**src/rtl/vga_fb_arbiter.sv**
```systemverilog
// Framebuffer port arbiter: VGA scan-out reads take every even-column active cycle,
// remaining cycles carry clear-engine writes or queued draw writes.
module vga_fb_arbiter #(
  parameter int FB_W       = 320,
  parameter int FB_H       = 240,
  parameter int ADDR_W     = 17,
  parameter int FIFO_DEPTH = 8
) (
  input  logic              clk,
  input  logic              rst,
  input  logic [8:0]        vga_row,
  input  logic [9:0]        vga_col,
  input  logic              vga_rd_n,
  output logic [11:0]       pixel_data,
  input  logic              wr_valid,
  output logic              wr_ready,
  input  logic [8:0]        wr_x,
  input  logic [7:0]        wr_y,
  input  logic [11:0]       wr_color,
  input  logic              clr_start,
  input  logic [11:0]       clr_color,
  output logic              clr_busy,
  output logic [ADDR_W-1:0] mem_addr,
  output logic              mem_we,
  output logic [11:0]       mem_wdata,
  input  logic [11:0]       mem_rdata
);

  localparam int PW = $clog2(FIFO_DEPTH);
  localparam logic [ADDR_W-1:0] LAST_ADDR = ADDR_W'(FB_W * FB_H - 1);

  typedef enum logic [1:0] {IDLE, DRAIN, CLEAR} state_t;
  state_t state, state_next;

  function automatic logic [ADDR_W-1:0] pix_addr(input logic [8:0] x, input logic [7:0] y);
    return ADDR_W'(y) * ADDR_W'(FB_W) + ADDR_W'(x);
  endfunction

  logic              read_slot, in_range, push, pop, clr_wr;
  logic              fifo_empty, fifo_full, rd_pend, unused_ok;
  logic [ADDR_W-1:0] disp_addr, clr_addr, clr_addr_next;
  logic [11:0]       clr_col;
  logic [ADDR_W-1:0] fifo_addr [FIFO_DEPTH];
  logic [11:0]       fifo_data [FIFO_DEPTH];
  logic [PW-1:0]     rd_ptr, wr_ptr;
  logic [PW:0]       count;

  assign unused_ok  = vga_row[0];
  assign read_slot  = !vga_rd_n && !vga_col[0];
  assign disp_addr  = pix_addr(vga_col[9:1], vga_row[8:1]);
  assign fifo_empty = (count == '0);
  assign fifo_full  = (count == (PW+1)'(FIFO_DEPTH));
  assign in_range   = (int'(wr_x) < FB_W) && (int'(wr_y) < FB_H);

  // Draw handshake: a transfer happens on a cycle where wr_valid && wr_ready;
  // wr_ready never depends on wr_valid, and out-of-range transfers complete but are dropped.
  assign wr_ready = !fifo_full && (state != DRAIN);
  assign push     = wr_valid && wr_ready && in_range;
  assign clr_busy = (state != IDLE);

  always_comb begin
    state_next    = state;
    clr_addr_next = clr_addr;
    clr_wr        = 1'b0;
    pop           = 1'b0;
    if (!read_slot) begin
      if (state == CLEAR) clr_wr = 1'b1;
      else if (!fifo_empty) pop = 1'b1;
    end
    case (state)
      IDLE: if (clr_start) begin
        state_next    = fifo_empty ? CLEAR : DRAIN;
        clr_addr_next = '0;
      end
      DRAIN: if (fifo_empty) state_next = CLEAR;
      CLEAR: if (clr_wr) begin
        clr_addr_next = clr_addr + ADDR_W'(1);
        if (clr_addr == LAST_ADDR) state_next = IDLE;
      end
      default: state_next = IDLE;
    endcase
  end

  always_ff @(posedge clk or posedge rst) begin
    if (rst) begin
      state    <= IDLE;
      clr_addr <= '0;
      clr_col  <= '0;
    end else begin
      state    <= state_next;
      clr_addr <= clr_addr_next;
      if (state == IDLE && clr_start) clr_col <= clr_color;
    end
  end

  always_ff @(posedge clk or posedge rst) begin
    if (rst) begin
      rd_ptr <= '0;
      wr_ptr <= '0;
      count  <= '0;
    end else begin
      if (push) wr_ptr <= wr_ptr + PW'(1);
      if (pop)  rd_ptr <= rd_ptr + PW'(1);
      if (push && !pop)      count <= count + (PW+1)'(1);
      else if (pop && !push) count <= count - (PW+1)'(1);
    end
  end

  always_ff @(posedge clk) begin
    if (push) begin
      fifo_addr[wr_ptr] <= pix_addr(wr_x, wr_y);
      fifo_data[wr_ptr] <= wr_color;
    end
  end

  // rd_pend travels one edge behind the address, so pixel_data captures exactly the read data.
  always_ff @(posedge clk or posedge rst) begin
    if (rst) begin
      mem_addr   <= '0;
      mem_we     <= 1'b0;
      mem_wdata  <= '0;
      rd_pend    <= 1'b0;
      pixel_data <= '0;
    end else begin
      rd_pend <= read_slot;
      mem_we  <= clr_wr | pop;
      if (rd_pend) pixel_data <= mem_rdata;
      if (read_slot) begin
        mem_addr <= disp_addr;
      end else if (clr_wr) begin
        mem_addr  <= clr_addr;
        mem_wdata <= clr_col;
      end else if (pop) begin
        mem_addr  <= fifo_addr[rd_ptr];
        mem_wdata <= fifo_data[rd_ptr];
      end
    end
  end

endmodule
```
**config.mk**
```make
export PLATFORM = sky130hd
export DESIGN_NAME = vga_fb_arbiter
export DESIGN_NICKNAME = d
export VERILOG_FILES = /design/src/rtl/vga_fb_arbiter.sv
export SDC_FILE = /design/constraint.sdc
export NUM_CORES = 1
export LEC_CHECK = 0
export ABC_AREA = 1
export ABC_CLOCK_PERIOD_IN_PS = 4400
export CORE_MARGIN = 4
export CORE_UTILIZATION = 50
export DETAILED_ROUTE_END_ITERATION = 8
export PLACE_DENSITY = 0.67
export SYNTH_ARGS = -nofsm -noshare
export SYNTH_HDL_FRONTEND = slang
export SYNTH_SLANG_ARGS = --single-unit
```
**constraint.sdc**
```tcl
create_clock -name clk -period 4.4 [get_ports clk]
set_input_delay 0.88 -clock clk [delete_from_list [all_inputs] [get_ports clk]]
set_output_delay 0.88 -clock clk [all_outputs]
set_load 0.05 [all_outputs]
```
==> summary.txt, run 1 <==
Status
  • Status: complete, no violations

Synth
  • Post-synth ARST share: 26.58%
  • Post-synthesis adder-cell area fraction: ~3.9%
  • Post-synthesis compound-gate area fraction: about an eighth
  • Post-synth EDFFs: roughly 230
  • Synth Instances: 1261
  • Post-synthesis mux area share: 1.102%
  • Most frequent cell after synthesis: edfxtp_1
  • Area share of the largest cell type after synthesis: between 40% and 50%
  • Largest family of logic cells by synthesized area: simple AND/OR/NAND/NOR gates
  • Most used DFF post-synth: edfxtp_1
  • Synth Warn #: 0
  • Register area share after synthesis: between 60% and 70%
  • Syn Nets: between 1000 and 1500
  • Commonest cells post-synth: edfxtp_1, nand2_1, nor2_1, o21ai_0, dfrtp_1
  • Synth Area in XOR/XNOR: between 1 and 1.5%
  • Mapped Area: ~0.014 mm^2
  • Flops & latches, synth: about 320
  • Synth area leaders: edfxtp_1, dfrtp_1, o21ai_0
  • Syn Area/Cell: approximately 11 um^2
  • Simple-Gate Fraction of Synth Area: a little over an eighth
  • Distinct cells, synth: between 40 and 50
  • Area leader, netlist: edfxtp_1

Place
  • Placer Congestion: approximately 0.9
  • HPWL Detailed: just over 20 mm
  • Placed Instance Area: 0.01572 mm^2
  • Setup Slack @ Placement: around 0.62 ns
  • I/O Buffers: around 120

Global route
  • Initial antenna violation count: 0
  • Gr busiest metal: met2
  • Met2 usage in global routing: between 30% and 40%
  • Vias in the first global route: 9495
  • GRT Residual Overflow: 0
  • Met3 GRT Util: 2.762%
  • Met1 Usage GRT: 30.42%
  • GRT Overall Usage: a little over a fifth
  • Largest net degree at the start of global routing: 90
  • First-pass GRT wire length: 51.91 mm

Drt
  • Vias: just under 10000
  • Via density: roughly 5.6
  • Routed Antenna Nets: 0
  • Final WL: around 33 mm
  • DR iter-0 viols: about 1100
  • First-pass detailed-route iteration total: 5
  • WL/cell: between 15 and 20 um
  • DRC Markers: 0

Worst hold path
  • Worst min path class: register to register

Finish
  • Layout cells sized above 1: a little under a tenth
  • Area of the multi-input gates: between 0.004 and 0.005 mm^2
  • Antenna Cells: 0
  • Area Growth Syn to Fin: 17.79%
  • Nets: between 1000 and 1500
  • Filler cells: roughly 2300
  • Cell area after layout: around 0.017 mm^2
  • Seq. cell area: about 0.0091 mm^2

Timing
  • Max Slew Vio Count: 0
  • Tcrit/Tclk final: about 73%
  • Worst Slack Setup Final: 1.207 ns
  • RSZ-0062 raised after global routing: no
  • Final hold violations: 0
  • Crit path time final: roughly 3.2 ns
  • Worst-Margin Slew: around 0.93 ns
  • Hold WS: 0.4670 ns
  • Slew headroom: a little under two fifths
  • Setup_tns: 0 ns
  • Clock Skew: between 0.01 and 0.015 ns
  • Setup violators final: 0
  • Max Clock Freq: roughly 310 MHz

Worst setup path
  • Top fanout value on the critical path: 8
  • Crit Path Class: input port to register
  • Worst setup SP type: input port
  • Crit path DAT: roughly 3.5 ns
  • Crit path cell chain: clkdlybuf4s50_1, ha_1, ha_1, fa_1, and3_1, nand2_1, nor2_1, xor2_1
  • CP Capture Type: register
  • Slowest-stage cell, CP: fa_1
  • Worst path top cell family by delay: adder cells
  • Max incr delay on CP: 0.56 ns
  • Buffers & Inverters on Critical Path: 1
  • Most frequent CP cell: ha_1
  • Critical path required time: 4.66 ns

Floorplanning
  • Row count: 61
  • I/O Pins: roughly 120
  • Core ar.: 0.02786 mm^2
  • Die Y: roughly 180 um
  • Die width: 176.5 um
  • Initial Util: around half
  • Die area: between 0.03 and 0.04 mm^2

Clock tree
  • Clk Latency, worst-skew pair: between 0.5 and 0.6 ns
  • Cts bufs inserted: 31
  • Post-cts sizing count: 0
  • H-tree depth: 1
  • Post CTS Setup Buffer Count: 0
  • CTS Root Cell: clkbuf_16
  • Clock sink count: approximately 320
  • Max Root-Sink Buffers: 3
  • CTS tree: built
  • Clk slew on worst S/H paths: roughly 0.060 ns
  • Hold-fix buffers, CTS: 0

Power
  • Final Total Pwr: around 11000 uW
  • Clock share of power: around 24%
  • Pwr dens: approximately 630 mW/mm^2
  • LEAKAGE: around 0.0063 uW
  • Cell-internal power: 6420 uW
  • Switching power: 4139 uW
  • Sequential Power Share: ~38%
  • Worst VDD drop: 0.0004177 V
  • Sw Ratio: approximately 39%
  • Combinational share of power: a little under two fifths

Run
  • Max Cap Viol: 0
-- cells in the final DEF (no fill, tap or decap), types with 3 or more instances in the layout --
master / netlist / final
ha_1: 36 / 36
mux2_2: 13 / 13
or2_1: 3 / 3
xor2_1: 13 / 13
o211ai_1: 6 / 6
dfrtp_1: 84 / 82
clkdlybuf4s50_1: 0 / 119
o21ai_0: 151 / 151
buf_4: 13 / 20
a21oi_2: 9 / 9
clkbuf_8: 0 / 3
xnor2_1: 7 / 7
a31oi_1: 12 / 12
nor2_4: 5 / 5
nand4_1: 12 / 12
nor3_2: 3 / 3
a21oi_1: 42 / 42
fa_1: 5 / 5
clkbuf_1: 21 / 9
o21ai_1: 3 / 3
inv_1: 70 / 68
o22ai_1: 10 / 10
a221oi_1: 3 / 3
edfxtp_1: 232 / 232
clkbuf_16: 0 / 31
o221ai_1: 41 / 41
clkinv_2: 0 / 8
nand3_1: 65 / 65
nand2_1: 172 / 172
nor2_2: 3 / 11
inv_2: 8 / 9
nor2_1: 172 / 164
-- cell families (layout without fill, tap and decap cells) --
family          after synthesis  in the layout
simple gates                448            448
flops                       316            316
compound gates              281            281
buf+inv                     140            279
fa+ha+maj                    41             41
xor+xnor                     21             21
mux                          14             14
-- per-stage QoR --
stage               cells  utilization (%)
global route         1778            60.02
detailed placement   1720            56.42
finish               1778            60.02
global placement     1720            56.42
CTS                  1778            60.02
floorplan            1261                -
-- power groups by stage --
stage | logic [uW] | clock network (uW) | registers (uW)
2_1_floorplan | 2300 | 0 | 4480
3_3_place_gp | 3930 | 0 | 4010
3_5_place_dp | 4020 | 0 | 4020
4_1_cts | 4030 | 2620 | 3960
5_1_grt | 4390 | 2750 | 4010
6_report | 4030 | 2560 | 3960
-- worst min-delay path: stages (launching register included) --
cell	delay, ns
dfrtp_1	0.34
nand2_1	0.05
nand2_1	0.05
-- worst paths after layout --
check / start / end / slack (ns) / cells past startpoint
max in group asynchronous: rst / count[2] / 2.81 / 3
min reg2reg: clr_col[10] / clr_col[10] / 0.47 / 2
max: wr_y[1] / fifo_addr[7][13] / 1.21 / 8
min in group asynchronous: rst / mem_wdata[7] / 0.79 / 2
min: clr_col[10] / clr_col[10] / 0.47 / 2
max reg2reg: state[1] / count[3] / 1.42 / 16
-- area by class of cell --
type                            count  share of cell area (%)
Clock buffer                       43                   5.089
Clock inverter                     15                  0.9130
Inverter                           81                   1.856
Multi-Input combinational cell    805                   26.92
Sequential cell                   316                   54.25
Tap cell                          378                   2.829
Timing Repair Buffer              140                   8.142
-- routing by layer --
| layer | wire length, um | share of wire (%) | vias to the layer above |
|---|---|---|---|
| met1 | 14790 | 44 | 4765 |
| li1 | - | - | 4719 |
| met4 | 624 | 1.9 | 0 |
| met3 | 2317 | 6.9 | 44 |
| met5 | 0 | 0 | - |
| met2 | 15620 | 47 | 348 |
-- flip-flops by register name, summed over array words and instances, names as in the netlist --
register    count
clr_addr       17
clr_col        12
count           4
fifo_addr     136
fifo_data      96
mem_addr       17
mem_wdata      12
mem_we          1
pixel_data     12
rd_pend         1
rd_ptr          3
state           2
wr_ptr          3
(Power assumes the default switching activity.)
==> run 2: changes to the inputs <==
- ABC_CLOCK_PERIOD_IN_PS: 4400 -> 3100
- clock period: 4.4 -> 3.1 ns (I/O delays scaled with it)
==> run 2 against run 1 <==
Compared with the run above: clock power is 36% higher; clock-buffer cell count is 9 higher; sequential power is 40% higher; flip-flop and latch count stayed put; critical endpoint is now wr_ready; highest routed layer is now met5.
==> summary.txt, run 2 (synthesized netlist as in run 1, its figures left out) <==
Place
  • I/O Buffers: 119 (unchanged)
  • Placed Instance Area: 0.01612 mm^2 (+2.6%)
  • Setup Slack @ Placement: -0.2320 ns (-0.8497 ns)
  • HPWL Detailed: 20.91 mm (+3.0%)
  • Placer Congestion: 0.8931 (+1.2%)

Clock tree
  • Post CTS Setup Buffer Count: 0 (unchanged)
  • Clock sink count: 316 (unchanged)
  • Max Root-Sink Buffers: 3 (unchanged)
  • Hold-fix buffers, CTS: 0 (unchanged)
  • CTS tree: built
  • CTS Root Cell: clkbuf_16
  • Clk Latency, worst-skew pair: 0.56 ns (about the same)
  • Cts bufs inserted: 30 (-3.2%)
  • H-tree depth: 1 (unchanged)
  • Post-cts sizing count: 0 (unchanged)
  • Clk slew on worst S/H paths: 0.06 ns (about the same)

Floorplanning
  • Initial Util: 50.95% (unchanged)
  • Die width: 176.5 um (unchanged)
  • Row count: 61 (unchanged)
  • Core ar.: 0.02786 mm^2 (unchanged)
  • Die Y: 176.5 um (unchanged)
  • I/O Pins: 121 (unchanged)
  • Die area: 0.03115 mm^2 (unchanged)

Timing
  • Clock Skew: 0.02135 ns (+0.01030 ns)
  • Max Clock Freq: about 350 MHz
  • RSZ-0062 raised after global routing: no
  • Crit path time final: 2.830 ns
  • Hold WS: 0.4578 ns (-0.009178 ns)
  • Worst-Margin Slew: 0.6444 ns (-0.2905 ns)
  • Setup violators final: 0 (unchanged)
  • Max Slew Vio Count: 0 (unchanged)
  • Slew headroom: 56.90% (+19 points)
  • Worst Slack Setup Final: 0.2695 ns (-0.9374 ns)
  • Final hold violations: 0 (unchanged)
  • Tcrit/Tclk final: about nine tenths

Drt
  • WL/cell: 18.57 um (-1.0%)
  • Vias: 10060 (+1.9%)
  • Routed Antenna Nets: 0 (unchanged)
  • DR iter-0 viols: 806 (-25%)
  • Via density: 5.555 (about the same)
  • First-pass detailed-route iteration total: 5 (unchanged)
  • Final WL: 33.63 mm (+0.84%)
  • DRC Markers: 0 (unchanged)

Finish
  • Area Growth Syn to Fin: 20.20%
  • Most frequent cells in the layout: edfxtp_1, nand2_1, nor2_1
  • Leading cell type in the layout, fill and taps excluded: edfxtp_1
  • Cell area after layout: 0.01706 mm^2 (+2.1%)
  • Filler cells: 2222 (-1.5%)
  • Layout cells sized above 1: 11.10% (+1.5 points)
  • Regs by FF count: fifo_addr (136), fifo_data (96)
  • Largest Register: fifo_addr
  • Nets: 1528 (+2.3%)
  • Max reg flops: 136 (unchanged)
  • Antenna Cells: 0 (unchanged)

Worst setup path
  • Flop-to-flop setup slack: 0.49 ns (-0.93 ns)
  • Crit path DAT: 2.21 ns (-1.24 ns)
  • CP Capture Type: output pin
  • Crit Path Class: register to output pin
  • R2R depth: 14 (-2)
  • Top fanout value on the critical path: 5 (-3)
  • Critical path required time: 2.48 ns (-2.18 ns)
  • Worst setup SP type: register

Global route
  • Largest net degree at the start of global routing: 121 (+34%)
  • First-pass GRT wire length: 53.07 mm (+2.2%)
  • Initial antenna violation count: 1 (+1)
  • Vias in the first global route: 9854 (+3.8%)
  • GRT Overall Usage: 21.45% (+0.41 points)
  • GRT Residual Overflow: 0 (unchanged)

Power
  • Worst VDD drop: 0.0005102 V (+22%)
  • Pwr dens: 878.8 mW/mm^2 (+39%)
  • LEAKAGE: 0.006506 uW (+2.9%)

Worst hold path
  • Worst min path class: input port to asynchronous set/reset pin

Run
  • Max Cap Viol: 0 (unchanged)

Status
  • Status: complete, no violations
==> run 2: cell count changes in the layout (fill, tap and decap cells not counted), sizes merged <==
cell / delta
clkinv: -7
bufinv: -2
buf: +36
clkinvlp: -2
clkbuf: +9
inv: -1
==> run 2: where the power goes <==
group          internal (uW)  leakage [uW]  switching, uW  total (uW)
logic                   1910       0.00293           4070        5970
clock network           1980      0.000456           1490        3470
registers               5260       0.00312            294        5550
==> run 2: final cells by class <==
| type | count | area (um^2) | share of cell area (%) |
|---|---|---|---|
| flip-flops and latches | 316 | 9070 | 53.16 |
| multi-input cells | 805 | 4501 | 26.38 |
| repair buffers | 176 | 1769 | 10.37 |
| clock buffers | 52 | 908.4 | 5.324 |
| well taps | 378 | 473.0 | 2.772 |
| inverters | 81 | 310.3 | 1.819 |
| clock inverters | 3 | 31.28 | 0.1833 |
==> run 2: layer usage <==
metal	up-vias	GRT usage, %	routed length, um
li1	4778	-	-
met1	4845	30.14	14490
met2	376	35.45	15750
met3	59	3.019	2626
met4	2	5.867	745
met5	-	0	17
==> run 2: metrics by stage <==
stage | instances | utilization (%) | setup TNS, ns | total power (uW)
2_1_floorplan | 1261 | - | -95.77 | 9623
3_3_place_gp | 1756 | 57.88 | -4.102 | 11460
3_5_place_dp | 1756 | 57.88 | -6.599 | 11570
4_1_cts | 1811 | 61.25 | 0 | 15060
5_1_grt | 1811 | 61.25 | 0 | 15830
6_report | 1811 | 61.25 | 0 | 14990
==> run 2: final timing paths <==
check                               end  startpoint
max                            wr_ready    state[0]
min                        mem_wdata[3]         rst
max reg2reg                    count[3]    state[0]
min reg2reg                  clr_col[7]  clr_col[7]
max in group asynchronous   mem_addr[9]         rst
min in group clk             clr_col[7]  clr_col[7]
==> run 2: critical path, cell delays in order (launching register included) <==
cell and delay, ns:
dfrtp_1 0.44, inv_1 0.08, nor2_1 0.05, a31oi_1 0.24, clkdlybuf4s50_1 0.86
==> run 3: changes to the inputs <==
- ABC_CLOCK_PERIOD_IN_PS: 3100 -> 3200
- CORE_ASPECT_RATIO: unset -> 0.6
- SLEW_MARGIN: unset -> 10
- clock period: 3.1 -> 3.2 ns (I/O delays scaled with it)
==> run 3 against run 2 <==
Compared with the run above: sequential share of layout area is 0.41 points higher; largest power group unchanged; non-clock buffer count fell by 7; critical endpoint unchanged; power down 3.2%.
==> summary.txt, run 3 (synthesized netlist as in run 1, its figures left out) <==
Status
  • Status: complete, no violations

Power
  • Sw Ratio: 39.61% (+0.59 points)
  • Pwr dens: 857.1 mW/mm^2 (-2.5%)
  • Combinational share of power: 40.0% (+0.2 points)
  • Sequential Power Share: 37.4% (+0.4 points)
  • Worst VDD drop: 0.0007357 V (+44%)
  • LEAKAGE: 0.006454 uW (-0.80%)
  • Clock share of power: 22.7% (-0.4 points)
  • Cell-internal power: 8765 uW (-4.1%)
  • Switching power: 5748 uW (-1.7%)

Worst setup path
  • Crit Path Class: register to output pin
  • Crit path DAT: 2.19 ns (-0.02 ns)
  • Crit. Startpoint: state[0]
  • Top fanout value on the critical path: 5 (unchanged)
  • CP Capture Type: output pin
  • Worst setup SP type: register
  • Origin of the critical flop-to-flop path: count[1]
  • Critical path required time: 2.56 ns (+0.08 ns)

Drt
  • Routed Antenna Nets: 0 (unchanged)
  • First-pass detailed-route iteration total: 5 (unchanged)
  • Max layer used: met4
  • WL met3: 3.369 mm (+28%)
  • Metal-1 WL: 16.61 mm (+15%)
  • DRC Markers: 0 (unchanged)
  • Via density: 5.631 (+1.4%)
  • Met2 wire length: 14.52 mm (-7.8%)
  • Final WL: 35.16 mm (+4.6%)
  • Vias: 10080 (+0.20%)
  • DR iter-0 viols: 1006 (+25%)
  • WL/cell: 19.64 um (+5.8%)

Global route
  • Initial antenna violation count: 0 (-1)
  • Vias in the first global route: 9646 (-2.1%)
  • GRT Residual Overflow: 0 (unchanged)
  • First-pass GRT wire length: 54.87 mm (+3.4%)
  • Largest net degree at the start of global routing: 121 (unchanged)
  • GRT Overall Usage: 22.18% (+0.73 points)

Clock tree
  • Post CTS Setup Buffer Count: 0 (unchanged)
  • Clk Latency, worst-skew pair: 0.55 ns (about the same)
  • CTS Root Cell: clkbuf_16
  • H-tree depth: 1 (unchanged)
  • Hold-fix buffers, CTS: 0 (unchanged)
  • Max Root-Sink Buffers: 3 (unchanged)
  • Post-cts sizing count: 0 (unchanged)
  • Clk slew on worst S/H paths: 0.06 ns (about the same)
  • CTS tree: built
  • Cts bufs inserted: 29 (-3.3%)
  • Clock sink count: 316 (unchanged)

Finish
  • Regs by FF count: fifo_addr (136), fifo_data (96)
  • Most frequent cells in the layout: edfxtp_1, nand2_1, nor2_1
  • Area of the multi-input gates: 0.004511 mm^2 (+0.22%)
  • Seq. cell area: 0.009070 mm^2 (unchanged)
  • Antenna Cells: 0 (unchanged)
  • Largest Register: fifo_addr
  • Area Growth Syn to Fin: 19.29%
  • Core Util, Final: 61.00% (-0.25 points)
  • Filler cells: 2219 (-0.14%)
  • Layout cells sized above 1: 10.96% (-0.13 points)
  • Nets: 1520 (-0.52%)
  • Leading cell type in the layout, fill and taps excluded: edfxtp_1
  • Max reg flops: 136 (unchanged)

Floorplanning
  • Die Y: 138.5 um (-22%)
  • I/O Pins: 121 (unchanged)
  • Initial Util: 51.14% (+0.19 points)
  • Core ar.: 0.02776 mm^2 (-0.36%)
  • Row count: 47 (-23%)
  • Die width: 225.5 um (+28%)
  • Die area: 0.03124 mm^2 (+0.29%)

Timing
  • Final hold violations: 0 (unchanged)
  • Worst Slack Setup Final: 0.3656 ns (+0.09604 ns)
  • Worst-Margin Slew: 0.9632 ns (+0.3188 ns)
  • Crit path time final: roughly 2.8 ns
  • Max Slew Vio Count: 0 (unchanged)
  • Hold WS: 0.4471 ns (-0.01069 ns)
  • Setup violators final: 0 (unchanged)
  • Tcrit/Tclk final: 88.58%
  • Max Clock Freq: 352.8 MHz
  • Slew headroom: 35.79% (-21 points)
  • RSZ-0062 raised after global routing: no
  • Clock Skew: 0.01942 ns (-0.001928 ns)

Place
  • I/O Buffers: 119 (unchanged)
  • Setup Slack @ Placement: -0.1957 ns (+0.03629 ns)
  • HPWL Detailed: 22.40 mm (+7.1%)
  • Placer Congestion: 0.9182 (+2.8%)

Run
  • Max Cap Viol: 0 (unchanged)

Worst hold path
  • Worst min path class: input port to asynchronous set/reset pin
==> run 3: changes by cell type in the layout (fill, tap and decap cells not counted), moves of 2 or more <==
cell | previous run | this run
nor2_2 | 11 | 9
nor2_4 | 5 | 7
clkbuf_16 | 31 | 29
buf_12 | 12 | 10
clkbuf_1 | 15 | 7
clkinv_2 | 1 | 11
buf_4 | 45 | 40
==> run 3: layout make-up <==
type	count	share of cell area [%]
repair buffers	169	9.990
well taps	367	2.712
multi-input cells	805	26.64
inverters	81	1.833
flip-flops and latches	316	53.57
clock inverters	12	0.4951
clock buffers	40	4.766
==> run 3: through the flow <==
step | std cells | setup TNS [ns] | instance area, um^2 | power [uW]
floorplan | 1261 | -75.47 | 14200 | 9322
detailed placement | 1738 | -4.955 | 16040 | 11260
finish | 1790 | 0 | 16930 | 14510
global placement | 1738 | -2.292 | 16040 | 11170
global route | 1790 | 0 | 16930 | 15350
CTS | 1790 | 0 | 16930 | 14540
==> run 3: path summary, 6_finish.rpt <==
kind | to | slack [ns] | depth (start not counted)
worst max-delay path | wr_ready | 0.37 | 4
worst max register to register | count[3] | 0.66 | 14
worst min-delay path | clr_col[11] | 0.45 | 2
max in group asynchronous | wr_ptr[1] | 2.04 | 3
min in group clk | clr_col[8] | 0.47 | 2
worst min register to register | clr_col[8] | 0.47 | 2
==> run 3: per-layer routing <==
metal | vias up | track usage (%)
li1 | 4765 | -
met1 | 4895 | 34.88
met2 | 370 | 31.12
met3 | 50 | 6.165
met4 | 0 | 4.219
met5 | - | 0
==> run 3: power groups by stage <==
stage | sequential [uW] | clock (uW) | combinational [uW]
floorplan | 6160 | 0 | 3160
global placement | 5490 | 0 | 5670
detailed placement | 5500 | 0 | 5760
CTS | 5430 | 3330 | 5780
global route | 5490 | 3520 | 6340
finish | 5420 | 3290 | 5800
==> run 3: critical path, stage by stage (launching register included) <==
cell and delay, ns:
dfrtp_1 0.44, inv_1 0.08, nor2_1 0.05, a31oi_1 0.24
clkdlybuf4s50_1 0.86
